File: src/rtl/ysyx_22040729_alu_seq_divider.sv
// Multi-cycle radix-2 restoring divider for DIV/DIVU/REM/REMU and their W variants.
// One request is in flight at a time. Normal ops take one cycle per quotient bit.
// Divide-by-zero and signed overflow finish in a single cycle with RISC-V results.
//
// Ports:
//   clk, rst            rising-edge clock, asynchronous active-high reset
//   flush               synchronous abort of any in-flight op; beats out_ready/in_valid
//   in_valid/in_ready   request handshake; operands and flags sampled on accept only
//   dividend, divisor   source operands (low half only for word ops)
//   is_signed, is_word  operation select
//   out_valid/out_ready result handshake; results held stable until accepted
//   quotient, remainder sign-corrected results, sign-extended from the low half for word ops
module ysyx_22040729_alu_seq_divider #(
  parameter int unsigned DATA_WIDTH = 64
) (
  input  logic                  clk,
  input  logic                  rst,
  input  logic                  flush,
  input  logic                  in_valid,
  output logic                  in_ready,
  input  logic [DATA_WIDTH-1:0] dividend,
  input  logic [DATA_WIDTH-1:0] divisor,
  input  logic                  is_signed,
  input  logic                  is_word,
  output logic                  out_valid,
  input  logic                  out_ready,
  output logic [DATA_WIDTH-1:0] quotient,
  output logic [DATA_WIDTH-1:0] remainder
);

  localparam int unsigned Width = DATA_WIDTH;
  localparam int unsigned Half  = DATA_WIDTH / 2;
  localparam int unsigned CntW  = $clog2(DATA_WIDTH + 1);

  typedef enum logic [1:0] {StIdle, StCalc, StDone} state_e;

  state_e            state_q;
  logic [CntW-1:0]   cnt_q;
  logic [Width-1:0]  rem_q, quo_q, dsr_q;
  logic              q_neg_q, r_neg_q, word_q;

  function automatic logic [Width-1:0] sext_half(input logic [Half-1:0] v);
    return {{Half{v[Half-1]}}, v};
  endfunction

  // Operand preparation, evaluated on the accept cycle.
  logic [Width-1:0] a_ext, b_ext, a_mag, b_mag, min_val, sp_q, sp_r;
  logic             a_neg, b_neg, div_zero, sgn_ovf;

  always_comb begin
    a_ext = dividend;
    b_ext = divisor;
    if (is_word) begin
      a_ext = is_signed ? sext_half(dividend[Half-1:0]) : {{Half{1'b0}}, dividend[Half-1:0]};
      b_ext = is_signed ? sext_half(divisor[Half-1:0])  : {{Half{1'b0}}, divisor[Half-1:0]};
    end
    a_neg    = is_signed & a_ext[Width-1];
    b_neg    = is_signed & b_ext[Width-1];
    a_mag    = a_neg ? -a_ext : a_ext;
    b_mag    = b_neg ? -b_ext : b_ext;
    // Most-negative value at the op width, already extended to full width.
    min_val  = is_word ? {{(Half + 1){1'b1}}, {(Half - 1){1'b0}}} : {1'b1, {(Width - 1){1'b0}}};
    div_zero = (b_ext == '0);
    sgn_ovf  = is_signed && (b_ext == '1) && (a_ext == min_val);
    sp_q     = div_zero ? '1 : a_ext;
    sp_r     = div_zero ? a_ext : '0;
    if (is_word) begin
      sp_q = sext_half(sp_q[Half-1:0]);
      sp_r = sext_half(sp_r[Half-1:0]);
    end
  end

  // One restoring step. The partial remainder is always below 2*divisor, so a
  // Width+1 bit subtraction with its top bit as sign is exact.
  logic [Width:0]   shifted, trial;
  logic [Width-1:0] rem_nx, quo_nx, q_fin, r_fin;

  always_comb begin
    shifted = {rem_q, quo_q[Width-1]};
    trial   = shifted - {1'b0, dsr_q};
    if (!trial[Width]) begin
      rem_nx = trial[Width-1:0];
      quo_nx = {quo_q[Width-2:0], 1'b1};
    end else begin
      rem_nx = shifted[Width-1:0];
      quo_nx = {quo_q[Width-2:0], 1'b0};
    end
    q_fin = q_neg_q ? -quo_nx : quo_nx;
    r_fin = r_neg_q ? -rem_nx : rem_nx;
    if (word_q) begin
      q_fin = sext_half(q_fin[Half-1:0]);
      r_fin = sext_half(r_fin[Half-1:0]);
    end
  end

  assign in_ready = (state_q == StIdle) && !rst;

  always_ff @(posedge clk or posedge rst) begin
    if (rst) begin
      state_q   <= StIdle;
      cnt_q     <= '0;
      rem_q     <= '0;
      quo_q     <= '0;
      dsr_q     <= '0;
      q_neg_q   <= 1'b0;
      r_neg_q   <= 1'b0;
      word_q    <= 1'b0;
      out_valid <= 1'b0;
      quotient  <= '0;
      remainder <= '0;
    end else if (flush) begin
      state_q   <= StIdle;
      out_valid <= 1'b0;
    end else begin
      unique case (state_q)
        StIdle: begin
          if (in_valid) begin
            word_q  <= is_word;
            q_neg_q <= a_neg ^ b_neg;
            r_neg_q <= a_neg;
            dsr_q   <= b_mag;
            rem_q   <= '0;
            // Word ops run only Half steps, so park the dividend in the upper half.
            quo_q   <= is_word ? (a_mag << Half) : a_mag;
            cnt_q   <= is_word ? CntW'(Half) : CntW'(Width);
            if (div_zero || sgn_ovf) begin
              state_q   <= StDone;
              out_valid <= 1'b1;
              quotient  <= sp_q;
              remainder <= sp_r;
            end else begin
              state_q <= StCalc;
            end
          end
        end
        StCalc: begin
          rem_q <= rem_nx;
          quo_q <= quo_nx;
          cnt_q <= cnt_q - CntW'(1);
          if (cnt_q == CntW'(1)) begin
            state_q   <= StDone;
            out_valid <= 1'b1;
            quotient  <= q_fin;
            remainder <= r_fin;
          end
        end
        StDone: begin
          if (out_ready) begin
            state_q   <= StIdle;
            out_valid <= 1'b0;
          end
        end
        default: state_q <= StIdle;
      endcase
    end
  end

endmodule

File: config.mk
export PLATFORM = sky130hd
export DESIGN_NAME = ysyx_22040729_alu_seq_divider
export DESIGN_NICKNAME = d
export VERILOG_FILES = /design/src/rtl/ysyx_22040729_alu_seq_divider.sv
export SDC_FILE = /design/constraint.sdc
export NUM_CORES = 1
export LEC_CHECK = 0
export ABC_CLOCK_PERIOD_IN_PS = 12980
export CAP_MARGIN = 5
export CORE_MARGIN = 5
export CORE_UTILIZATION = 55
export DETAILED_ROUTE_END_ITERATION = 8
export PLACE_DENSITY = 0.77
export SETUP_SLACK_MARGIN = 0.5
export SYNTH_ARGS = -nofsm -noshare
export SYNTH_HDL_FRONTEND = slang
export SYNTH_SLANG_ARGS = --single-unit
File: constraint.sdc
create_clock -name clk -period 12.98 [get_ports clk]
set_input_delay 2.596 -clock clk [delete_from_list [all_inputs] [get_ports clk]]
set_output_delay 2.596 -clock clk [all_outputs]
set_load 0.02 [all_outputs]
==> tab_implementation.tex, run 1 <==
\begin{tabular}{lr}
\hline
Metric & Value \\
\hline
\multicolumn{2}{l}{\textbf{Outcome}} \\
Result of the run & finished clean \\
\multicolumn{2}{l}{\textbf{STA}} \\
Max-slew violation count & 0 \\
Layout Skew & 29.0 ps \\
Count of endpoints failing setup in the final report & 0 \\
Number of hold violations in the final report & 0 \\
FMAX & 128 MHz \\
Tightest Pin Transition & 1290 ps \\
RSZ-0062 raised after global routing & no \\
Time the worst path needs with I/O delays and setup & 7800 ps \\
Post-Route Setup TNS & 0 ps \\
Period Utilization, post-route & 60.1\% \\
Max-slew headroom at the worst pin & 13.8\% \\
\multicolumn{2}{l}{\textbf{Synth}} \\
Largest area contributor in the netlist & sky130\_fd\_sc\_hd\_\_dfrtp\_1 \\
Proportion of register bits with asynchronous set or reset after synthesis & between 90\% and 100\% \\
Top-area cell type share of the netlist area & 30.2\% \\
Netlist area before placement & between 0.02 and 0.03 mm² \\
Total nets after synthesis & 3839 \\
Post-synthesis area per instance & $\sim$7.6 µm² \\
Number of enable flip-flop cells after synthesis & 0 \\
Area contributors post-synth & sky130\_fd\_sc\_hd\_\_dfrtp\_1, sky130\_fd\_sc\_hd\_\_o21ai\_0, sky130\_fd\_sc\_hd\_\_nand2\_1 \\
Count of mapped cells out of synthesis & 3629 \\
Part of the Yosys area used for sequential elements & between 30\% and 40\% \\
Yosys reg bits & roughly 330 \\
Count of unique library cells instantiated by Yosys & approximately 100 \\
Number of warnings reported in the yosys synthesis log & 0 \\
Most used DFF post-synth & sky130\_fd\_sc\_hd\_\_dfrtp\_1 \\
\multicolumn{2}{l}{\textbf{Floorplanning}} \\
Initial Util & 55.3\% \\
Number of top-level pins & 265 \\
Core area & 0.0500 mm² \\
Placement row count & a little over 80 \\
Total Die Area & 0.0548 mm² \\
Die Y & 234 µm \\
Die outline width & $\sim$230 µm \\
\multicolumn{2}{l}{\textbf{Global routing}} \\
Antenna violations before repair & 6 \\
Global-route congestion overflow total & 0 \\
Total global-route track usage & 38.6\% \\
First-pass GRT wire length & 163 mm \\
Via count of the first global-routing pass & approximately 27000 \\
Maximum number of pins on one net before global-route repair & 118 \\
\multicolumn{2}{l}{\textbf{Worst setup path}} \\
Critical path class & in2reg \\
Required time of the critical path & 13420 ps \\
Type of element capturing the critical path & flip-flop \\
R2R Setup Slk & 5520 ps \\
Data arrival time of the worst path & 8240 ps \\
Highest fanout seen on the critical path & 90 \\
Launch point of the worst reg-to-reg path & quo\_q[63] \\
Reg-to-reg endpoint & remainder[54] \\
Critical Path Start Type & input pin \\
Depth of the worst register-to-register path & 25 \\
\multicolumn{2}{l}{\textbf{Routing}} \\
DRC violations left & 0 \\
DRT antenna net count & 0 \\
Post-detailed-route wirelength per cell & 25.0 µm \\
Number of design-rule violations left by the first detailed-router iteration & 3856 \\
Vias & $\sim$30000 \\
Drt total wl & 111 mm \\
Average vias per placed instance & 6.67 \\
DRT Pass-1 Iters & 6 \\
\multicolumn{2}{l}{\textbf{Placement}} \\
IO Port Bufs & 264 \\
Placed wire-length estimate & roughly 86 mm \\
Cell area after placement & 0.0305 mm² \\
GP Congestion & 1.04 \\
\multicolumn{2}{l}{\textbf{Layout}} \\
Layout Nets & 3950 \\
Syn-to-layout area delta & 15.2\% \\
Fillers & 4503 \\
Post-route standard cell area excluding fillers & 0.0318 mm² \\
Fraction of final layout cells sized beyond drive strength 1 & 4.54\% \\
Final core occ & 63.7\% \\
\multicolumn{2}{l}{\textbf{Clock tree}} \\
Clk Latency, worst-skew pair & 580 ps \\
Max H-tree Level & 2 \\
Post-cts gate resize count & 0 \\
Number of buffers inserted during clock tree synthesis & 40 \\
Clock input transition at the sequential cells of the worst setup and hold paths & about 60 ps \\
Total of hold buffers inserted after clock tree synthesis & 0 \\
Clock tree root driver cell & sky130\_fd\_sc\_hd\_\_clkbuf\_16 \\
Number of setup buffers added after CTS & 0 \\
Buffer levels on the longest clock path & 3 \\
Clock tree from TritonCTS & done \\
Total number of clock tree sinks & about 330 \\
\multicolumn{2}{l}{\textbf{Min path}} \\
Startpoint of the lowest-slack hold path & quotient[11] \\
Hold Crit Depth & 2 \\
Worst hold path endpoint & quotient[11] \\
Hold crit path type & reg2reg \\
\multicolumn{2}{l}{\textbf{Run}} \\
Max-cap violation count & 0 \\
\hline
\end{tabular}
[synthesized netlist by cell type, types with 23 or more instances]
library cell               instances
sky130_fd_sc_hd__o21ai_0         430
sky130_fd_sc_hd__o31ai_1          50
sky130_fd_sc_hd__ha_1             74
sky130_fd_sc_hd__a21o_1           44
sky130_fd_sc_hd__nand3_1          48
sky130_fd_sc_hd__a211oi_1         32
sky130_fd_sc_hd__o211ai_1         23
sky130_fd_sc_hd__xnor2_1         132
sky130_fd_sc_hd__mux2i_1          71
sky130_fd_sc_hd__clkbuf_1        176
sky130_fd_sc_hd__inv_1           129
sky130_fd_sc_hd__nand4_1          65
sky130_fd_sc_hd__buf_2            28
sky130_fd_sc_hd__and2_1           25
sky130_fd_sc_hd__a221oi_1         32
sky130_fd_sc_hd__xor2_1          132
sky130_fd_sc_hd__a21oi_1         315
sky130_fd_sc_hd__a22o_1           41
sky130_fd_sc_hd__or3_1            35
sky130_fd_sc_hd__o22ai_1          47
sky130_fd_sc_hd__nor2_1          349
sky130_fd_sc_hd__nor3_1           95
sky130_fd_sc_hd__o21a_1           23
sky130_fd_sc_hd__or4_1            25
sky130_fd_sc_hd__o41ai_1          26
sky130_fd_sc_hd__a31oi_1          23
sky130_fd_sc_hd__nand2_1         436
sky130_fd_sc_hd__nor4_1           56
sky130_fd_sc_hd__dfrtp_1         333
[cell type report]
type | instances | area, µm² | area share, %
multi-input combinational | 2935 | 17900 | 56.3
sequential | 333 | 8330 | 26.2
timing repair buffer | 298 | 2900 | 9.10
clock buffer | 58 | 1180 | 3.70
tap | 672 | 841 | 2.64
inverter | 132 | 505 | 1.59
clock inverter | 11 | 155 | 0.488
antenna | 1 | 2.50 | 0.00786
[flip-flops by register name, summed over array words and instances, names as in the netlist]
register   count
cnt_q          7
dsr_q         64
out_valid      1
q_neg_q        1
quo_q         64
quotient      64
r_neg_q        1
rem_q         64
remainder     64
state_q        2
word_q         1
[placed cells by master (no fill, tap or decap), types with 73 or more instances in the layout]
cell type                         Yosys  final
sky130_fd_sc_hd__nor2_1             349    347
sky130_fd_sc_hd__o21ai_0            430    430
sky130_fd_sc_hd__xor2_1             132    132
sky130_fd_sc_hd__dfrtp_1            333    332
sky130_fd_sc_hd__inv_1              129    128
sky130_fd_sc_hd__ha_1                74     73
sky130_fd_sc_hd__xnor2_1            132    132
sky130_fd_sc_hd__clkdlybuf4s50_1      0    263
sky130_fd_sc_hd__nor3_1              95     95
sky130_fd_sc_hd__a21oi_1            315    315
sky130_fd_sc_hd__nand2_1            436    436
[metal layers]
metal / part of all wire [%] / vias to the layer above / GRT usage, %
li1: - / 13400 / -
met1: 41 / 14200 / 54.4
met2: 43 / 1787 / 57.7
met3: 11 / 275 / 9.70
met4: 4.2 / 8 / 13.6
met5: 0.14 / - / 1.70
[worst max-delay path by stage]
| stage | slack [ps] | start | to |
|---|---|---|---|
| 2_1_floorplan | 1160 | rst | cnt_q[0] |
| 3_3_place_gp | 4810 | divisor[12] | remainder[50] |
| 3_5_place_dp | 4670 | divisor[12] | remainder[47] |
| 4_1_cts | 5240 | divisor[12] | remainder[47] |
| 5_1_grt | 4730 | divisor[12] | remainder[57] |
| 6_report | 5180 | divisor[12] | remainder[47] |
[kinds of logic (layout without fill, tap and decap cells)]
logic type      after synthesis  in the layout  share of synthesized area, %
mux                          82             82                          3.02
xor+xnor                    265            265                          8.47
compound gates             1246           1246                          28.1
buf+inv                     361            499                          5.18
simple gates               1267           1267                          21.6
flops                       333            333                          30.2
other cells                   0              1                             0
fa+ha+maj                    75             75                          3.42
[worst max-delay path, cell delays in order]
cell and delay [ps]:
sky130_fd_sc_hd__clkdlybuf4s50_1 510, sky130_fd_sc_hd__or4_1 630, sky130_fd_sc_hd__nor4_2 310, sky130_fd_sc_hd__or4b_1 570
sky130_fd_sc_hd__nor2_1 260, sky130_fd_sc_hd__and3_1 310, sky130_fd_sc_hd__o2111a_1 220, sky130_fd_sc_hd__buf_4 350
sky130_fd_sc_hd__a41oi_1 120, sky130_fd_sc_hd__nand2_1 220, sky130_fd_sc_hd__nand3_4 590, sky130_fd_sc_hd__buf_4 650
sky130_fd_sc_hd__a31o_2 440, sky130_fd_sc_hd__o32a_1 380
[metrics by stage]
stage / hold slack (ps) / std cells / setup WS [ps]
detailed placement: 467 / 4370 / 4670
floorplan: 449 / 3629 / 1160
CTS: 481 / 4439 / 5240
global route: 496 / 4440 / 4730
global placement: 459 / 4370 / 4810
finish: 475 / 4440 / 5180
Power of run 1 is left out: the tool's default activity adds up to more than one toggle a clock period on the data nets, which glitch-free logic cannot reach.
==> inputs of run 2 (changes only) <==
--- a/config.mk
+++ b/config.mk
@@ -5,7 +5,7 @@
 export SDC_FILE = /design/constraint.sdc
 export NUM_CORES = 1
 export LEC_CHECK = 0
-export ABC_CLOCK_PERIOD_IN_PS = 12980
+export ABC_CLOCK_PERIOD_IN_PS = 7600
 export CAP_MARGIN = 5
 export CORE_MARGIN = 5
 export CORE_UTILIZATION = 55
==> constraint.sdc (replaced) <==
create_clock -name clk -period 7.6 [get_ports clk]
set_input_delay 1.52 -clock clk [delete_from_list [all_inputs] [get_ports clk]]
set_output_delay 1.52 -clock clk [all_outputs]
set_load 0.02 [all_outputs]
==> run 2 against run 1 <==
Global-route usage is 0.40 points higher. Worst hold slack improved by 2.2 ps. Register-to-register slack worse by 4400 ps. Flip-flop and latch count unchanged. Count of clock-buffer cells in the layout is 3 lower. Cell count grew 0.16%. Critical path depth is 10 higher. Routed wire length about the same. Non-clock buffer count up 6. Via count rose by 1.2%. Sequential share of layout area about the same.
==> tab_implementation.tex, run 2 (synthesis gave the netlist of run 1 again) <==
\begin{tabular}{lr}
\hline
Metric & Value \\
\hline
\multicolumn{2}{l}{\textbf{Outcome}} \\
Result of the run & finished clean \\
\multicolumn{2}{l}{\textbf{STA}} \\
Max-slew violation count & 0 (unchanged) \\
RSZ-0062 raised after global routing & no \\
Tightest Pin Transition & 1200 ps (-89.3 ps) \\
Number of hold violations in the final report & 0 (unchanged) \\
Count of endpoints failing setup in the final report & 0 (unchanged) \\
Period Utilization, post-route & between 80\% and 90\% \\
FMAX & about 150 MHz \\
Time the worst path needs with I/O delays and setup & 6490 ps \\
Setup slack after layout & 1110 ps (-4070 ps) \\
Final hold slack & 477 ps (+2.21 ps) \\
Max-slew headroom at the worst pin & 19.8\% (+6.0 points) \\
Post-Route Setup TNS & 0 ps (unchanged) \\
Layout Skew & 31.2 ps (+2.20 ps) \\
\multicolumn{2}{l}{\textbf{Placement}} \\
Placed wire-length estimate & 85.1 mm (-0.52\%) \\
IO Port Bufs & 264 (unchanged) \\
GP Congestion & 1.08 (+4.0\%) \\
Dpl ws & 1260 ps (-3420 ps) \\
\multicolumn{2}{l}{\textbf{Global routing}} \\
Via count of the first global-routing pass & 27400 (+2.7\%) \\
Global-route congestion overflow total & 0 (unchanged) \\
Total global-route track usage & 39.0\% (+0.40 points) \\
Antenna violations before repair & 9 (+3) \\
First-pass GRT wire length & 166 mm (+1.3\%) \\
Maximum number of pins on one net before global-route repair & 168 (+42\%) \\
\multicolumn{2}{l}{\textbf{Routing}} \\
DRT antenna net count & 0 (unchanged) \\
Drt total wl & 111 mm (about the same) \\
Post-detailed-route wirelength per cell & 25.0 µm (-0.12\%) \\
DRT Pass-1 Iters & 6 (unchanged) \\
Vias & 30000 (+1.2\%) \\
DRC violations left & 0 (unchanged) \\
Number of design-rule violations left by the first detailed-router iteration & 4389 (+14\%) \\
Average vias per placed instance & 6.74 (+1.0\%) \\
\multicolumn{2}{l}{\textbf{Layout}} \\
Fillers & 4470 (-0.73\%) \\
Most common library cell in the layout ignoring fill and taps & sky130\_fd\_sc\_hd\_\_nand2\_1 \\
Layout Nets & 3955 (+0.13\%) \\
Fraction of final layout cells sized beyond drive strength 1 & 4.69\% (+0.15 points) \\
Syn-to-layout area delta & 15.3\% \\
Final core occ & 63.8\% (+0.095 points) \\
Highest-count cells in the layout ignoring fill and taps & sky130\_fd\_sc\_hd\_\_nand2\_1, sky130\_fd\_sc\_hd\_\_o21ai\_0, sky130\_fd\_sc\_hd\_\_nor2\_1 \\
\multicolumn{2}{l}{\textbf{Worst setup path}} \\
Slowest cell delay on critical path & 690 ps (+40 ps) \\
Launch point of the worst reg-to-reg path & quo\_q[63] \\
Critical path class & reg2reg \\
R2R Setup Slk & 1110 ps (-4410 ps) \\
Most prevalent standard cell on the critical path & sky130\_fd\_sc\_hd\_\_o2111ai\_1 \\
Data arrival time of the worst path & 6970 ps (-1270 ps) \\
Highest fanout seen on the critical path & 6 (-93\%) \\
Required time of the critical path & 8080 ps (-5340 ps) \\
Reg-to-reg endpoint & remainder[54] \\
Cell-by-cell listing of the critical path & inv\_1 -> ha\_1 -> fa\_1 -> nor2b\_2 -> o31a\_1 -> o21a\_1 -> o2111ai\_1 -> a21boi\_4 -> o21ai\_4 -> xor2\_4 -> inv\_4 -> a21oi\_1 -> ha\_1 -> inv\_1 -> a221oi\_1 -> o2111ai\_1 -> nor2b\_1 -> nand4\_1 -> nor4\_1 -> o2111ai\_1 -> or4b\_1 -> nand2\_1 -> xnor2\_1 -> o311ai\_1 \\
Type of element capturing the critical path & flip-flop \\
Slowest cell on the critical path & sky130\_fd\_sc\_hd\_\_or4b\_1 \\
Critical Path Start Type & flip-flop \\
Depth of the worst register-to-register path & 24 (-4.0\%) \\
\multicolumn{2}{l}{\textbf{Clock tree}} \\
Clock tree root driver cell & sky130\_fd\_sc\_hd\_\_clkbuf\_16 \\
Max H-tree Level & 2 (unchanged) \\
Total of hold buffers inserted after clock tree synthesis & 0 (unchanged) \\
Total number of clock tree sinks & 333 (unchanged) \\
Clk Latency, worst-skew pair & 600 ps (+20 ps) \\
Number of setup buffers added after CTS & 0 (unchanged) \\
Number of buffers inserted during clock tree synthesis & 39 (-2.5\%) \\
Clock input transition at the sequential cells of the worst setup and hold paths & 60 ps (about the same) \\
Post-cts gate resize count & 0 (unchanged) \\
Buffer levels on the longest clock path & 3 (unchanged) \\
Clock tree from TritonCTS & done \\
\multicolumn{2}{l}{\textbf{Floorplanning}} \\
Die Y & 234 µm (unchanged) \\
Placement row count & 82 (unchanged) \\
Number of top-level pins & 265 (unchanged) \\
Initial Util & 55.3\% (unchanged) \\
Core area & 0.0500 mm² (unchanged) \\
Total Die Area & 0.0548 mm² (unchanged) \\
Die outline width & 234 µm (unchanged) \\
\multicolumn{2}{l}{\textbf{Run}} \\
Max-cap violation count & 0 (unchanged) \\
\multicolumn{2}{l}{\textbf{Min path}} \\
Startpoint of the lowest-slack hold path & quotient[12] \\
Hold Crit Depth & 2 (unchanged) \\
Hold crit path type & reg2reg \\
Worst hold path endpoint & quotient[12] \\
\hline
\end{tabular}
[run 2: cell types whose count changed in the layout (fill, tap and decap cells not counted), sizes merged]
cell and change:
inv -2, clkinv +3, diode +1, clkinvlp +2, buf +6, clkbuf -3
[run 2: metal layers]
metal | global-route usage, % | wire length [µm]
met1 | 53.5 | 43100
met2 | 57.9 | 47500
met3 | 10.5 | 14200
met4 | 17.3 | 6060
met5 | 1.25 | 146
[run 2: worst max path at each step]
stage | startpoint | to | slack [ps] | cells after the start
global route | quo_q[63] | remainder[62] | 790 | 23
finish | quo_q[63] | remainder[54] | 1110 | 24
floorplan | quo_q[63] | remainder[54] | 1470 | 29
detailed placement | divisor[12] | quotient[52] | 1260 | 14
global placement | divisor[12] | quotient[57] | 1420 | 14
CTS | quo_q[63] | remainder[54] | 1300 | 24
[run 2: stage by stage]
stage               cell area, µm²  std cells
floorplan                    27600       3629
global placement             30600       4376
detailed placement           30600       4376
CTS                          31900       4445
global route                 31900       4445
finish                       31900       4447
[run 2: worst max-delay path, delay by kind of cell (launching register included)]
kind | cells | cell delay [ps]
compound gates | 10 | 2550
simple gates | 6 | 1970
buf+inv | 3 | 210
flops | 1 | 390
xor+xnor | 2 | 300
fa+ha+maj | 3 | 940
[run 2: cell type report]
type	instances	area [µm²]	share of cell area (%)
antenna	2	5.00	0.0157
inverter	132	502	1.57
sequential	333	8330	26.2
clock buffer	55	1120	3.50
multi-input combinational	2935	17900	56.2
timing repair buffer	304	2970	9.30
clock inverter	14	190	0.597
tap	672	841	2.64
Power of run 2 is left out for the same reason.
